==> config.mk <==
export PLATFORM = sky130hd
export DESIGN_NAME = alu_seq
export DESIGN_NICKNAME = d
export VERILOG_FILES = /design/src/rtl/alu_seq.sv
export SDC_FILE = /design/constraint.sdc
export NUM_CORES = 1
export LEC_CHECK = 0
export ABC_AREA = 1
export CAP_MARGIN = 0
export CORE_MARGIN = 2
export CORE_UTILIZATION = 42
export DETAILED_ROUTE_END_ITERATION = 8
export HOLD_SLACK_MARGIN = 0.1
export PLACE_DENSITY = 0.74
export SYNTH_ARGS = -nofsm -noshare
export SYNTH_HDL_FRONTEND = slang
export SYNTH_SLANG_ARGS = --single-unit
==> constraint.sdc <==
create_clock -name clk -period 1.2 [get_ports clk]
set_input_delay 0.24 -clock clk [delete_from_list [all_inputs] [get_ports clk]]
set_output_delay 0.24 -clock clk [all_outputs]
set_load 0.02 [all_outputs]
==> src/rtl/alu_seq.sv <==
// Sequential command initiator wrapped around the combinational alu block:
// holds a signed accumulator, runs one command at a time, returns each result.
module alu_seq #(
    parameter int WIDTH = 8
) (
    input  logic             clk,
    input  logic             rst,
    input  logic             cmd_valid,
    output logic             cmd_ready,
    input  logic             cmd_load,
    input  logic [2:0]       cmd_op,
    input  logic [WIDTH-1:0] cmd_data,
    output logic             rsp_valid,
    input  logic             rsp_ready,
    output logic [WIDTH-1:0] rsp_acc,
    output logic             rsp_zero,
    output logic             rsp_err,
    output logic [2:0]       alu_sel,
    output logic [WIDTH-1:0] alu_a,
    output logic [WIDTH-1:0] alu_b,
    input  logic [WIDTH-1:0] alu_c,
    input  logic             alu_z
);

    typedef enum logic [1:0] {
        IDLE = 2'b00,
        EXEC = 2'b01,
        RESP = 2'b10
    } state_t;

    localparam logic [2:0]       OP_DIV  = 3'b011;
    localparam logic [2:0]       OP_MOD  = 3'b100;
    localparam logic [2:0]       OP_PASS = 3'b101;
    localparam logic [WIDTH-1:0] ZERO_W  = {WIDTH{1'b0}};

    state_t           state_r;
    logic [WIDTH-1:0] acc_r;
    logic [WIDTH-1:0] data_r;
    logic [2:0]       op_r;
    logic             load_r;

    logic [WIDTH-1:0] new_acc_s;
    logic             new_err_s;
    logic             new_zero_s;

    // The ALU leaves divide/modulo by zero undefined, so those are refused here.
    function automatic logic div_by_zero(input logic [2:0] op, input logic [WIDTH-1:0] d);
        return ((op == OP_DIV) || (op == OP_MOD)) && (d == ZERO_W);
    endfunction

    assign cmd_ready = (state_r == IDLE);

    // Result selection for the command currently in EXEC
    always_comb begin
        new_acc_s  = acc_r;
        new_err_s  = 1'b0;
        new_zero_s = (acc_r == ZERO_W);
        if (load_r) begin
            new_acc_s  = data_r;
            new_err_s  = 1'b0;
            new_zero_s = (data_r == ZERO_W);
        end else if (div_by_zero(op_r, data_r)) begin
            new_acc_s  = acc_r;
            new_err_s  = 1'b1;
            new_zero_s = (acc_r == ZERO_W);
        end else begin
            new_acc_s  = alu_c;
            new_err_s  = 1'b0;
            new_zero_s = alu_z;
        end
    end

    // Command FSM, accumulator, response registers and registered ALU drive
    always_ff @(posedge clk or posedge rst) begin
        if (rst) begin
            state_r   <= IDLE;
            acc_r     <= ZERO_W;
            data_r    <= ZERO_W;
            op_r      <= 3'b000;
            load_r    <= 1'b0;
            rsp_valid <= 1'b0;
            rsp_acc   <= ZERO_W;
            rsp_zero  <= 1'b0;
            rsp_err   <= 1'b0;
            alu_sel   <= OP_PASS;
            alu_a     <= ZERO_W;
            alu_b     <= ZERO_W;
        end else begin
            case (state_r)
                IDLE: begin
                    if (cmd_valid) begin
                        load_r  <= cmd_load;
                        op_r    <= cmd_op;
                        data_r  <= cmd_data;
                        alu_sel <= cmd_op;
                        alu_a   <= acc_r;
                        alu_b   <= cmd_data;
                        state_r <= EXEC;
                    end else begin
                        state_r <= IDLE;
                    end
                end
                EXEC: begin
                    acc_r     <= new_acc_s;
                    rsp_acc   <= new_acc_s;
                    rsp_zero  <= new_zero_s;
                    rsp_err   <= new_err_s;
                    rsp_valid <= 1'b1;
                    // Park the ALU on pass-A of the new accumulator between commands
                    alu_sel   <= OP_PASS;
                    alu_a     <= new_acc_s;
                    alu_b     <= ZERO_W;
                    state_r   <= RESP;
                end
                RESP: begin
                    if (rsp_ready) begin
                        rsp_valid <= 1'b0;
                        state_r   <= IDLE;
                    end else begin
                        state_r   <= RESP;
                    end
                end
                default: begin
                    rsp_valid <= 1'b0;
                    alu_sel   <= OP_PASS;
                    alu_a     <= acc_r;
                    alu_b     <= ZERO_W;
                    state_r   <= IDLE;
                end
            endcase
        end
    end

endmodule
# After elaboration in Yosys (flattened, before gate mapping)
# Cells that the tools add are included.
[word_totals]
reg_bits = 44
latch_bits = 0
mem_bits_rw = 0
rom_bits = 0
inputBits = 25
out_inout_bits = 31
mem_count = 0
[op_classes]
n_addsub = 0
mul = 0
div_mod_pow = 0
n_lt_le_gt_ge = 0
n_eq_ne = 6
n_shift = 0
mux = 17
bitwise_logic = 2
reduce_logical = 8
[op_table]
columns = ["operator", "count"]
rows = [
  ["$mux W8", 4],
  ["$pmux W8 S3", 1],
  ["$logic_not A8 Y1", 2],
  ["$pmux W8 S2", 1],
  ["$mux W1", 6],
  ["$pmux W2 S3", 1],
  ["$pmux W3 S2", 1],
  ["$reduce_and A2 Y1", 3],
  ["$ne A2 B2 Y1 const B", 2],
  ["$eq A3 B2 Y1 const B", 1],
  ["$eq A3 B3 Y1 const B", 1],
  ["$mux W3", 1],
  ["$pmux W1 S3", 1],
  ["$eq A2 B1 Y1 const B", 1],
  ["$eq A2 B2 Y1 const B", 1],
  ["$logic_not A2 Y1", 1],
  ["$mux W2", 1],
  ["$not A1 Y1", 2],
  ["$logic_and A1 B1 Y1", 1],
  ["$logic_or A1 B1 Y1", 1],
]

# Longest topological paths before layout
[depth]
ltp_word = 6
depth_mapped = 8
depth_no_buf = 8

# Worst setup path before layout
# No wires, ideal clock.
[synth_path]
path_kind = "register to register"
start = "register data_r[3]"
end = "register acc_r[0]"
arrival_time_ps = 1118
required_ps = 1081
setup_slack_ps = -37
stages_incl_launch_ff = 8
path_buffers = 0
cell_sequence = "dfrtp_1 -> nor2_1 -> nand2_1 -> nor2_4 -> nand3_4 -> nand2_4 -> nand2_1 -> and2_1"
[synth_between]
elab_chain_len = 4
[synth_lines]
columns = ["element", "line", "text"]
rows = [
  ["start: declaration", "38", "logic [WIDTH-1:0] data_r;"],
  ["start signal: assignment", "94", "data_r <= cmd_data;"],
  ["$logic_not A8 Y1", "48", "return ((op == OP_DIV) || (op == OP_MOD)) && (d == ZERO_W);"],
  ["$logic_and A1 B1 Y1", "48", ""],
  ["$mux W8", "62", "end else if (div_by_zero(op_r, data_r)) begin"],
  ["$mux W8", "58", "if (load_r) begin"],
  ["end signal: assignment", "104", "acc_r <= new_acc_s;"],
  ["end: declaration", "37", "logic [WIDTH-1:0] acc_r;"],
]
# Every way passes these cells.
# A chain may end at the register's enable or synchronous reset.

# Final worst setup path
[layout_path]
start = "register data_r[3]"
end = "register rsp_zero"
[layout_between]
elab_chain_len = 4
[layout_lines]
columns = ["element", "line", "text"]
rows = [
  ["$logic_not A8 Y1 *", "48, 61", ""],
  ["$logic_and A1 B1 Y1", "48", ""],
  ["$mux W1", "62", ""],
  ["$mux W1 *", "58", ""],
  ["end signal: assignment", "106", "rsp_zero <= new_zero_s;"],
  ["end: declaration", "16", "output logic rsp_zero,"],
]
# Mark *: on every way between the ends. The rest lies on a longest branch, timed or not.

==> reports/qor.csv <==
stage,metric,value,unit
yosys,Yosys reg bits,44,
outcome,outcome,finished with violations,
sta,max frequency,687.1,MHz
critical_path,crit-path max cell delay,0.41,ns
yosys,Synth area leader,dfrtp_1,
drt,per-cell routed wire length,15.19,µm
yosys,syn_area_per_cell,9.123,µm²
layout,Antenna Cells,0,
placement,Buffers on Ports,55,
yosys,synth top area cells,"dfrtp_1 (54%), nand2_1 (10%), nand3_1 (5.4%)",
sta,Final min period,1.455,ns
drt,Vias,1808,
cts,CTS tree,done,
drt,drc violations,0,
sta,Final Slew Violations,0,
yosys,synth warn,0,
global_routing,initial antenna violation count,0,
placement,detailed placer's ending HPWL,3429,µm
cts,H-tree levels,2,
critical_path,WP data required,1.40,ns
critical_path,Setup crit start kind,register,
yosys,Syn Inst Count,213,
floorplan,std cell rows,24,
sta,RSZ-0062 raised after global routing,true,
floorplan,Die ar.,0.005187,mm²
global_routing,vias in the first global route,1797,
global_routing,GRT Util Overall,20.46,%
layout,fillers,310,
worst_hold_path,Hold WC Path Type,primary input to asynchronous set/reset pin,
floorplan,Initial Util,44.02,%
sta,slack of the critical path,-0.2554,ns
layout,share of layout cells above drive strength 1,45.02,%
pwr,P_leak,1.556,nW
sta,"Hold Vio Cnt, Final",0,
pwr,Peak VDD IR,1.146,mV
yosys,synthesized net count,238,
sta,Tcrit/Tclk final,121.3,%
drt,number of nets with antenna violations after routing,0,
layout,post-route cell area,0.003173,mm²
sta,skew final,0.003338,ns
layout,Non-Filler Instances,363,
drt,DRT Pass-1 Iters,4,
run,Max-Cap Viols,0,
global_routing,first-pass GRT wire length,8155,µm
placement,routability congestion estimate,0.7607,
floorplan,io pins,56,
cts,Worst-Skew Late Latency,0.30,ns
critical_path,crit end category,register,
drt,starting DRC count in detailed routing,96,
critical_path,Worst EP arrival,1.65,ns
global_routing,pin count of the biggest net entering global routing,22,
placement,placed cell area,0.002770,mm²
yosys,Netlist cell types,22,
yosys,Synth top area share,54.09,%
critical_path,CP max-delay cell,dfrtp_1,
cts,deepest clock path buffer count,2,
sta,Slew @ Worst Pin,0.2608,ns
floorplan,Core Region,0.004414,mm²
critical_path,critical path's most frequent cell,nand2_1,
drt,Vias/cell,4.981,
cts,cts bufs inserted,5,
placement,Inst Count DP,340,
global_routing,grt ovf,0,
floorplan,die outline height,72.02,µm
pwr,power density over cell area,2664,mW/mm²
drt,Routed WL,5513,µm
layout,Layout area overhead,63.30,%
layout,Final nets,335,
yosys,post-synthesis cell area,0.001943,mm²
critical_path,critical path peak fanout,3,
sta,final setup fails,41,
floorplan,Die X,72.02,µm
outcome,failing checks,setup timing,
cts,Worst-path clk slew,0.08,ns
cts,clk root buf,clkbuf_8,
sta,worst slew margin relative to its limit,82.12,%
critical_path,critical path class,register to register,
yosys,"Seq/Total Area, Yosys",56.79,%
cts,Sink Count,44,
critical_path,critical-path cell list,nor2_1 > nand2_1 > nor2_4 > buf_4 > buf_6 > nand2_1 > nand2_1 > nand3_1 > nand2_1 > nand2_1,
placed cells by master, fill, tap and decap left out, types with 2 or more instances in the layout:
cell type / n
o21ai_2: 10
nand3_2: 6
inv_8: 2
nand2_1: 31
dfrtp_1: 42
a21oi_2: 2
buf_4: 26
clkbuf_1: 2
clkdlybuf4s50_1: 24
inv_1: 22
buf_2: 20
nand3_1: 14
o21ai_1: 6
dfstp_2: 2
and2_1: 5
nand2_2: 18
inv_4: 3
mux2i_1: 8
and2_4: 3
buf_6: 9
clkbuf_8: 6
nand2_4: 6
buf_12: 6
nor2_1: 13
nand3_4: 2
clkbuf_2: 2
clkdlybuf4s15_2: 6
nor2_4: 5
metal layers:
layer	global-route usage (%)	wire, µm	vias up
met5	0	0	-
met4	9.434	217	0
met3	5.000	271	23
met2	34.36	2829	69
met1	24.91	2196	852
li1	-	-	864
through the flow:
step | hold slack (ns) | util [%] | total power, mW | setup TNS [ns] | setup slack, ns
6_report | 0.4065 | 71.88 | 8.453 | -4.003 | -0.2554
3_5_place_dp | 0.4655 | 62.76 | 6.753 | -7.214 | -0.2625
3_3_place_gp | 0.4614 | 62.76 | 6.615 | -5.767 | -0.2198
5_1_grt | 0.4089 | 71.88 | 8.972 | -6.435 | -0.3162
2_1_floorplan | 0.2435 | - | 4.731 | -0.3841 | -0.03715
4_1_cts | 0.4021 | 68.31 | 7.852 | -2.008 | -0.1378
where the power goes:
| part | switching, mW | internal (mW) |
|---|---|---|
| Sequential | 0.412 | 2.20 |
| Clock | 0.479 | 0.470 |
| Combinational | 2.68 | 2.21 |
| Total | 3.57 | 4.88 |
worst paths after layout:
path                            cells after the start             startpoint                    end  slack (ns)
worst min register to register                      2   alu_a[0]$_DFFE_PP0P_   alu_a[0]$_DFFE_PP0P_        0.48
max in group asynchronous                           3                    rst   acc_r[0]$_DFFE_PP0P_        0.65
min in group clk                                    2   alu_a[0]$_DFFE_PP0P_   alu_a[0]$_DFFE_PP0P_        0.48
worst max-delay path                               10  data_r[3]$_DFFE_PP0P_   rsp_zero$_DFFE_PP0P_       -0.26
worst max register to register                     10  data_r[3]$_DFFE_PP0P_   rsp_zero$_DFFE_PP0P_       -0.26
worst min-delay path                                3                    rst  rsp_valid$_DFFE_PP0P_        0.41
cell type report:
type	instances	area, µm²	area share, %
Tap cell	52	65.06	2.050
Multi-Input combinational cell	136	898.4	28.31
Sequential cell	44	1104	34.78
Clock buffer	8	90.09	2.839
Timing Repair Buffer	93	834.6	26.30
Timing Repair inverter	3	42.54	1.341
Inverter	27	138.9	4.377
worst max-delay path: cells and delay by family (launching register included):
family,cells,cell delay (ns)
AND/OR/NAND/NOR,8,0.73
buffers and inverters,2,0.22
flip-flops,1,0.41
Yosys cell counts:
cell type,instances
a21oi_1,2
and2_1,8
buf_2,1
buf_4,3
buf_6,2
dfrtp_1,42
dfstp_2,2
inv_1,25
inv_2,2
mux2i_1,8
nand2_1,54
nand2_4,1
nand3_1,21
nand3_4,1
nand4_1,1
nor2_1,15
nor2_4,3
nor3_1,1
o21a_1,1
o21ai_0,18
o22ai_1,1
or2_2,1
kinds of logic (layout without fill, tap and decap cells):
logic type / Yosys count / in the layout / synth area share, %
multiplexers: 8 / 8 / 4.121
buffers and inverters: 33 / 131 / 7.791
AND/OR/NAND/NOR: 106 / 106 / 25.43
flip-flops: 44 / 44 / 56.79
AO/OA/AOI/OAI: 22 / 22 / 5.860
state kept, by name, summed over array words and instances (netlist names), 2 cells and up:
signal   cells
state_r      2
data_r       8
op_r         3
acc_r        8
alu_b        8
alu_sel      3
alu_a        8
timing repair:
item / CTS / global route
hold buffers: 0 / 0
cloned: 1 / 2
setup endpoints to repair: 69 / 66
pin swaps: 7 / 11
gates resized for setup: 117 / 105
setup buffers: 10 / 4
Note: power is estimated with default switching activity, not from simulation.
